$ cat config.mk
export PLATFORM = sky130hd
export DESIGN_NAME = dmi_jtag_dr
export DESIGN_NICKNAME = d
export VERILOG_FILES = /design/src/rtl/dmi_jtag_dr.sv
export SDC_FILE = /design/constraint.sdc
export NUM_CORES = 1
export LEC_CHECK = 0
export CORE_ASPECT_RATIO = 1.5
export CORE_MARGIN = 5
export CORE_UTILIZATION = 40
export DETAILED_ROUTE_END_ITERATION = 10
export GPL_ROUTABILITY_DRIVEN = 1
export PLACE_DENSITY = 0.66
export SLEW_MARGIN = 20
export SYNTH_ARGS = -nofsm -noshare
export SYNTH_HDL_FRONTEND = slang
export SYNTH_SLANG_ARGS = --single-unit
$ cat constraint.sdc
create_clock -name tck_i -period 2.1 [get_ports tck_i]
set_input_delay 0.21 -clock tck_i [delete_from_list [all_inputs] [get_ports tck_i]]
set_output_delay 0.21 -clock tck_i [all_outputs]
set_load 0.05 [all_outputs]
$ cat src/rtl/dmi_jtag_dr.sv
// dmi_jtag_dr: DMI access data register and request/response sequencer (TCK domain).
// Selected by the TAP when IR=DMIACCESS. It shifts the {addr, data, op} DR in and out.
// Each Update-DR issues at most one DMI request, and the module then collects the response.
// A sticky error is reported back to the TAP for dtmcs.dmistat.
//
// Ports:
//   tck_i, trst_ni             clock and asynchronous active-low reset
//   dmi_access_i               IR selects DMIACCESS; gates all DR actions
//   capture/shift/update_dr_i  TAP DR state indications
//   test_logic_reset_i         TAP in Test-Logic-Reset; clears DR and sticky error
//   dmi_reset_i                dtmcs.dmireset pulse; clears sticky error
//   tdi_i / tdo_o              serial data in / out (tdo_o = dr_q[0])
//   dmi_error_o                sticky error: 0 none, 2 op failed, 3 busy
//   dmi_req_*                  request channel (valid/ready, addr, op, data)
//   dmi_resp_*                 response channel (valid/ready, data, status)
module dmi_jtag_dr #(
    parameter int unsigned AbitsWidth = 7,
    parameter int unsigned DataWidth  = 32
) (
    input  logic                  tck_i,
    input  logic                  trst_ni,
    input  logic                  dmi_access_i,
    input  logic                  capture_dr_i,
    input  logic                  shift_dr_i,
    input  logic                  update_dr_i,
    input  logic                  test_logic_reset_i,
    input  logic                  dmi_reset_i,
    input  logic                  tdi_i,
    output logic                  tdo_o,
    output logic [1:0]            dmi_error_o,
    output logic                  dmi_req_valid_o,
    input  logic                  dmi_req_ready_i,
    output logic [AbitsWidth-1:0] dmi_req_addr_o,
    output logic [1:0]            dmi_req_op_o,
    output logic [DataWidth-1:0]  dmi_req_data_o,
    input  logic                  dmi_resp_valid_i,
    output logic                  dmi_resp_ready_o,
    input  logic [DataWidth-1:0]  dmi_resp_data_i,
    input  logic [1:0]            dmi_resp_i
);

    localparam int unsigned DrWidth = AbitsWidth + DataWidth + 2;

    typedef enum logic [2:0] {
        StIdle,
        StRead,
        StWaitRead,
        StWrite,
        StWaitWrite
    } state_e;

    state_e                  state_q, state_d;
    logic [DrWidth-1:0]      dr_q, dr_d;
    logic [AbitsWidth-1:0]   addr_q, addr_d;
    logic [DataWidth-1:0]    data_q, data_d;
    logic [1:0]              op_q, op_d;
    logic [1:0]              error_q, error_d;

    logic                    capture, shift, update;
    logic                    idle;
    logic [1:0]              dr_op;
    logic [DataWidth-1:0]    dr_data;
    logic [AbitsWidth-1:0]   dr_addr;
    logic                    dr_op_req;
    logic                    req_fire;
    logic                    busy_evt;
    logic                    resp_fire;
    logic                    fail_evt;

    assign capture   = dmi_access_i & capture_dr_i;
    assign shift     = dmi_access_i & shift_dr_i;
    assign update    = dmi_access_i & update_dr_i;
    assign idle      = (state_q == StIdle);

    assign dr_op     = dr_q[1:0];
    assign dr_data   = dr_q[DataWidth+1:2];
    assign dr_addr   = dr_q[DrWidth-1:DataWidth+2];
    assign dr_op_req = (dr_op == 2'd1) || (dr_op == 2'd2);

    // A pending sticky error blocks every Update-DR, including the busy report.
    assign req_fire  = update && (error_q == 2'd0) && dr_op_req && idle;
    assign busy_evt  = (capture && !idle) ||
                       (update && (error_q == 2'd0) && dr_op_req && !idle);
    assign resp_fire = dmi_resp_valid_i && dmi_resp_ready_o;
    assign fail_evt  = resp_fire && (dmi_resp_i != 2'd0);

    // ---------------- data register ----------------
    always_comb begin
        dr_d = dr_q;
        if (test_logic_reset_i) begin
            dr_d = '0;
        end else if (capture) begin
            dr_d = {addr_q, data_q, (idle ? error_q : 2'd3)};
        end else if (shift) begin
            dr_d = {tdi_i, dr_q[DrWidth-1:1]};
        end
    end

    // ---------------- sticky error ----------------
    // First error wins; dmireset overrides any event in the same cycle.
    always_comb begin
        error_d = error_q;
        if (dmi_reset_i || test_logic_reset_i) begin
            error_d = 2'd0;
        end else if (error_q == 2'd0) begin
            if (busy_evt) begin
                error_d = 2'd3;
            end else if (fail_evt) begin
                error_d = 2'd2;
            end
        end
    end

    // ---------------- request fields ----------------
    always_comb begin
        addr_d = addr_q;
        data_d = data_q;
        op_d   = op_q;
        if (req_fire) begin
            addr_d = dr_addr;
            data_d = dr_data;
            op_d   = dr_op;
        end else if (resp_fire && (state_q == StWaitRead) && (dmi_resp_i == 2'd0)) begin
            data_d = dmi_resp_data_i;
        end
    end

    always_ff @(posedge tck_i or negedge trst_ni) begin
        if (!trst_ni) begin
            dr_q    <= '0;
            addr_q  <= '0;
            data_q  <= '0;
            op_q    <= '0;
            error_q <= '0;
        end else begin
            dr_q    <= dr_d;
            addr_q  <= addr_d;
            data_q  <= data_d;
            op_q    <= op_d;
            error_q <= error_d;
        end
    end

    // ---------------- FSM: state register ----------------
    always_ff @(posedge tck_i or negedge trst_ni) begin
        if (!trst_ni) begin
            state_q <= StIdle;
        end else begin
            state_q <= state_d;
        end
    end

    // ---------------- FSM: next state ----------------
    // Test-Logic-Reset does not touch the FSM, so an issued request always completes.
    always_comb begin
        state_d = state_q;
        unique case (state_q)
            StIdle: begin
                if (req_fire) begin
                    state_d = (dr_op == 2'd1) ? StRead : StWrite;
                end
            end
            StRead: begin
                if (dmi_req_ready_i) state_d = StWaitRead;
            end
            StWrite: begin
                if (dmi_req_ready_i) state_d = StWaitWrite;
            end
            StWaitRead, StWaitWrite: begin
                if (dmi_resp_valid_i) state_d = StIdle;
            end
            default: state_d = StIdle;
        endcase
    end

    // ---------------- FSM: outputs ----------------
    always_comb begin
        dmi_req_valid_o  = 1'b0;
        dmi_resp_ready_o = 1'b0;
        unique case (state_q)
            StRead, StWrite:         dmi_req_valid_o  = 1'b1;
            StWaitRead, StWaitWrite: dmi_resp_ready_o = 1'b1;
            default: ;
        endcase
    end

    // Fields only change on an Update-DR in Idle, so they hold while a request waits.
    assign dmi_req_addr_o = addr_q;
    assign dmi_req_op_o   = op_q;
    assign dmi_req_data_o = data_q;
    assign dmi_error_o    = error_q;
    assign tdo_o          = dr_q[0];

endmodule

# Word-level counts from Yosys, hierarchy flattened
# Cells that the tools add are included.
[word_totals]
ff_bits = 87
output_inout_bits = 46
wordCells = 62
[classes]
n_eq_ne = 10
muxes = 18
bitwise_logic = 3
n_reduce_logical = 25
[op_table]
columns = ["operator", "count"]
rows = [
  ["41-bit 2-to-1 mux", 3],
  ["32-bit 2-to-1 mux", 2],
  ["2-bit 2-to-1 mux", 6],
  ["3-bit 2-to-1 mux", 4],
  ["3-bit one-hot mux with 4 select lines", 1],
  ["1-bit logical AND", 9],
  ["3-bit by 2-bit == test with 1-bit output (second input constant)", 2],
  ["2-bit inequality test (second input constant)", 3],
  ["2-bit nonzero test", 3],
  ["3-bit nonzero test", 2],
  ["2-bit zero test", 2],
  ["4-bit AND reduction", 1],
  ["2-bit OR reduction", 2],
  ["1-bit bitwise AND", 3],
  ["3-bit by 1-bit == test with 1-bit output (second input constant)", 1],
  ["3-bit == test (second input constant)", 1],
  ["3-bit zero test", 1],
  ["1-bit logical OR", 3],
  ["2-bit by 1-bit == test with 1-bit output (second input constant)", 1],
  ["2-bit == test (second input constant)", 1],
  ["1-bit 2-to-1 mux", 2],
  ["2-bit by 1-bit inequality test with 1-bit output (second input constant)", 1],
  ["2-bit AND reduction", 1],
  ["1-bit zero test", 1],
]

# Depth between registers and ports, before layout
[depth]
word_depth = 9
mapped_depth = 8
ltp_nobuf = 6

# Least setup slack after synthesis
# No wires, ideal clock.
[synth_path]
kind = "flip-flop to flip-flop"
startpoint = "register dr_q[0]"
endpoint = "register addr_q[0] (netlist: dmi_req_addr_o[0])"
arrival_time_ns = 2.094
required_time_ns = 1.975
path_slack_ns = -0.119
path_stages_with_launch = 7
n_path_buf = 2
period_less_slack_ns = 2.219
cell_sequence = "dfrtp_1 > ha_1 > nor4b_4 > and3_1 > buf_4 > buf_4 > mux2_2"
[synth_via]
elab_chain_len = 4
word_cells_on_any_way = 5
cone_classes = "eq/ne (2); reduce/logical (3)"
[synth_lines]
columns = ["item", "line", "source"]
rows = [
  ["start: declaration", "53", "logic [DrWidth-1:0] dr_q, dr_d;"],
  ["start signal: assignment", "136", "dr_q <= dr_d;"],
  ["2-bit by 1-bit == test with 1-bit output or 2-bit == test (tied branches)", "78", "assign dr_op_req = (dr_op == 2'd1) || (dr_op == 2'd2);"],
  ["1-bit logical OR (*)", "78", ""],
  ["1-bit logical AND (*) (2 in series)", "81", "assign req_fire = update && (error_q == 2'd0) && dr_op_req && idle;"],
  ["end signal: assignment", "137", "addr_q <= addr_d;"],
  ["end: declaration", "54", "logic [AbitsWidth-1:0] addr_q, addr_d;"],
]
# Mark *: on every way between the ends. The rest lies on a longest branch, timed or not.
# A chain may end at the register's enable or synchronous reset.

# Final worst setup path
[layout_path]
startpoint = "register dr_q[1]"
endpoint = "register data_q[29] (netlist: dmi_req_data_o[29])"
[layout_via]
elab_chain_len = 5
word_cells_on_any_way = 7
cone_classes = "eq/ne (2); mux (1); reduce/logical (4)"
[layout_lines]
columns = ["item", "line", "source"]
rows = [
  ["2-bit by 1-bit == test with 1-bit output or 2-bit == test (tied branches)", "78", ""],
  ["1-bit logical OR (*)", "78", ""],
  ["1-bit logical AND (*) (2 in series)", "81", ""],
  ["32-bit 2-to-1 mux or 2-bit nonzero test (tied branches)", "n/a", ""],
  ["end signal: assignment", "138", "data_q <= data_d;"],
  ["end: declaration", "55", "logic [DataWidth-1:0] data_q, data_d;"],
]
# Marks and branches as above.

==> metrics.log <==
INFO  metric required = roughly 2400 ps
INFO  metric setup_repair_after_global_routing_missed_its_margin = false
INFO  metric clock_root_buffer_master = sky130_fd_sc_hd__clkbuf_16
INFO  metric worstPathArrival = about 2200 ps
INFO  metric grt_start_max_net_pins = 51
INFO  metric total_via_count_after_detailed_routing = approximately 3,100
INFO  metric layout_nets = around 480
INFO  metric placedCellCount = between 500 and 600
INFO  metric critPathKind = reg -> reg
INFO  metric initial_core_util = 0.410
INFO  metric mean_cell_area_of_the_mapped_netlist = 11.4 um^2
INFO  metric design.portCount = 91
INFO  metric place.detailed.hpwl = ~6.5 mm
INFO  metric ant_nets = 0
INFO  metric gp_congestion = slightly above 0.8
INFO  metric final.fill_count = between 800 and 900
INFO  metric drc = 0
INFO  metric timing.critical_path.slowest_cell_delay = between 600 and 700 ps
INFO  metric drive_gt1_frac = 0.0975
INFO  metric clock_path_buffers = 2
INFO  metric worst-path-buf-inv = 1
INFO  metric finish.cell_count_without_fillers = about 560
INFO  metric synth_area_leader_cell = sky130_fd_sc_hd__dfrtp_1
INFO  metric row_count = 44
INFO  metric slew_violations = 0
INFO  metric areaGrowthSynthToFinish = 32.9%
INFO  metric synth-async-reset-ratio = 1.00
INFO  metric postSynth.topFlopCell = sky130_fd_sc_hd__dfrtp_1
INFO  metric clk_pin_slew_worst_paths = 60 ps
INFO  metric clock_skew = just over 4 ps
INFO  metric ctsHtreeMaxLevel = 3
INFO  metric yosys_top_cell_area_share = 0.544
INFO  metric numClockSinks = just under 90
INFO  metric timing.final.crit_period = about 2000 ps
INFO  metric drt-pass1-iter-count = 6
INFO  metric timing.setup.tns = 0 ps
INFO  metric n_antenna_cell = 0
INFO  metric drt_iter0_drc = between 100 and 150
INFO  metric place_worst_setup_slack = ~120 ps
INFO  metric routedWlPerCell = around 18 um
INFO  metric slowest_stage = sky130_fd_sc_hd__nor2_4
INFO  metric portBuffers = 90
INFO  metric die_area = 0.0121 mm^2
INFO  metric timing.final.hold_violations = 0
INFO  metric worst_setup_path_start_kind = register
INFO  metric synthTopCellsByCount = 87 x sky130_fd_sc_hd__dfrtp_1, 43 x sky130_fd_sc_hd__nand2_1, 39 x sky130_fd_sc_hd__mux2i_1
INFO  metric crit_start = dr_q[1]
INFO  metric vias_in_the_first_global_route = about 3,200
INFO  metric timing.final.ws_setup = about 130 ps
INFO  metric chip_height = ~130 um
INFO  metric final.period_utilization = 0.940
INFO  metric ir_drop = 0.607 mV
INFO  metric route.detailed.vias_per_inst = 5.50
INFO  metric r2r-start = dr_q[1]
INFO  metric critical_path.top_delay_family = simple AND/OR/NAND/NOR gates
INFO  metric antenna_found_initial = 0
INFO  metric cap_violations = 0
INFO  metric synthesized_netlist_cell_count = 352
INFO  metric postSynthNetCount = approximately 400
INFO  metric first_pass_grt_wire_length = 16.4 mm
INFO  metric crit_path_max_fanout = 32
INFO  metric synthesis.area = around 0.004 mm^2
INFO  metric chipWidth = 91.6 um
INFO  metric worstPathCellList = inv_1 -> ha_4 -> nor4b_4 -> and3_2 -> nor2_4 -> a21o_1
INFO  metric clock.fmax = approximately 500 MHz
INFO  metric power.density_cell_area = around 1200 mW/mm^2
INFO  metric final-setup-viol-count = 0
INFO  metric synth_most_common_cell = sky130_fd_sc_hd__dfrtp_1
INFO  metric worst_slew_margin_rel = 0.447
INFO  metric synth.ff_latch_count = 87
INFO  metric worstMarginPinSlew = approximately 830 ps
INFO  metric synth.yosys.warnings = 0
INFO  metric crit_path_end_kind = register
INFO  metric synth_enable_flop_cells = 0
INFO  metric yosys-top-cells-area = sky130_fd_sc_hd__dfrtp_1 54%, sky130_fd_sc_hd__mux2i_1 9.8%, sky130_fd_sc_hd__a22o_1 7.0%
INFO  metric drt_wl_total = between 9 and 10 mm
INFO  metric grtUsageTotal = 0.169
INFO  metric coreArea = 0.00974 mm^2
INFO  metric gr-total-overflow = 0
INFO  metric tritoncts.num_buffers = 9
INFO  metric cts_tree = done
INFO  metric worstSkewPairLatency = roughly 330 ps
INFO  metric timing.hold.worst.class = in -> async
INFO  metric synth-seq-area-share = 0.544
INFO  metric run_status = finished, final reports clean
INFO  metric total_leakage_power = 2.68 nW
INFO  metric synth_cell_type_count = 34
## cells in the final DEF (no fill, tap or decap), drive strengths merged
cell type | netlist | final
a22o | 32 | 32
nand3 | 1 | 1
o31a | 1 | 1
clkbuf | 3 | 12
or2b | 1 | 1
nor4b | 1 | 1
and4b | 1 | 1
mux2i | 39 | 39
inv | 4 | 4
mux2 | 9 | 9
a21oi | 6 | 6
nor3 | 2 | 2
and3 | 1 | 1
clkdlybuf4s50 | 0 | 87
o21ai | 41 | 41
dfrtp | 87 | 87
clkinv | 0 | 1
a31oi | 1 | 1
nand2 | 43 | 43
dlygate4sd3 | 0 | 1
nor2 | 10 | 10
o31ai | 2 | 2
a211oi | 1 | 1
nand2b | 3 | 3
dlygate4sd2 | 0 | 1
a311o | 1 | 1
buf | 23 | 11
o21a | 2 | 2
ha | 1 | 1
a21o | 32 | 32
clkinvlp | 0 | 2
or2 | 2 | 2
o32ai | 1 | 1
a32oi | 1 | 1
## logic make-up after synthesis
logic type,Yosys count,synth area share
AND/OR/NAND/NOR,65,0.0770
AO/OA/AOI/OAI,121,0.209
multiplexers,48,0.123
flip-flops,87,0.544
adder cells (fa/ha/maj),1,0.00313
buffers and inverters,30,0.0435
## where the power goes
part,internal (mW),switching (mW)
combinational,0.915,1.56
sequential,2.02,0.318
clock,0.826,0.624
## layer usage
| metal | global-route usage | wire length [um] | part of all wire | vias up |
|---|---|---|---|---|
| met1 | 0.202 | 3990 | 0.40 | 1548 |
| li1 | - | - | - | 1436 |
| met2 | 0.298 | 5330 | 0.54 | 65 |
| met3 | 0.0295 | 353 | 0.036 | 11 |
| met4 | 0.0688 | 203 | 0.021 | 0 |
| met5 | 0 | 0 | 0 | - |
## worst register-to-register path, stage by stage, from the launching register on
cell                      delay, ps
sky130_fd_sc_hd__dfrtp_1        390
sky130_fd_sc_hd__inv_1           80
sky130_fd_sc_hd__ha_4           270
sky130_fd_sc_hd__nor4b_4         40
sky130_fd_sc_hd__and3_2         250
sky130_fd_sc_hd__nor2_4         640
sky130_fd_sc_hd__a21o_1         230
## area by class of cell
type	count	area, um^2	share of cell area
multi-input combinational	235	1680	0.315
inverter	4	15.0	0.00283
tap	115	144	0.0271
timing repair buffer	100	1030	0.195
sequential	87	2180	0.410
clock buffer	12	246	0.0464
clock inverter	3	20.0	0.00377
## per-stage QoR
step	cell area [um^2]	hold slack, ps	utilization	power (mW)
floorplan	4010	-85.6	-	3.90
global placement	5040	213	0.517	4.83
detailed placement	5040	214	0.517	4.86
CTS	5310	439	0.545	6.33
global route	5310	477	0.545	6.52
finish	5310	413	0.545	6.26
## worst paths after layout
| path | to | slack, ps | depth (start not counted) |
|---|---|---|---|
| worst min register to register | dmi_req_data_o[1] | 500 | 1 |
| max in group asynchronous | dr_q[33] | 1030 | 3 |
| worst max register to register | dmi_req_data_o[29] | 130 | 6 |
| worst max-delay path | dmi_req_data_o[29] | 130 | 6 |
| worst min-delay path | dmi_req_op_o[0] | 410 | 2 |
| min in group tck_i | dmi_req_data_o[1] | 500 | 1 |
## flip-flops by register name, summed over array words and instances (netlist names)
name	count
dr_q	41
dmi_req_data_o	32
dmi_req_addr_o	7
state_q	3
dmi_error_o	2
dmi_req_op_o	2
## repair_timing
item,in CTS,in global routing
resized for setup,1,0
hold buffers,1,0
setup buffers,0,0
setup endpoints to repair,1,0
endpoints found under the hold margin,37,0
(Power assumes the default switching activity.)
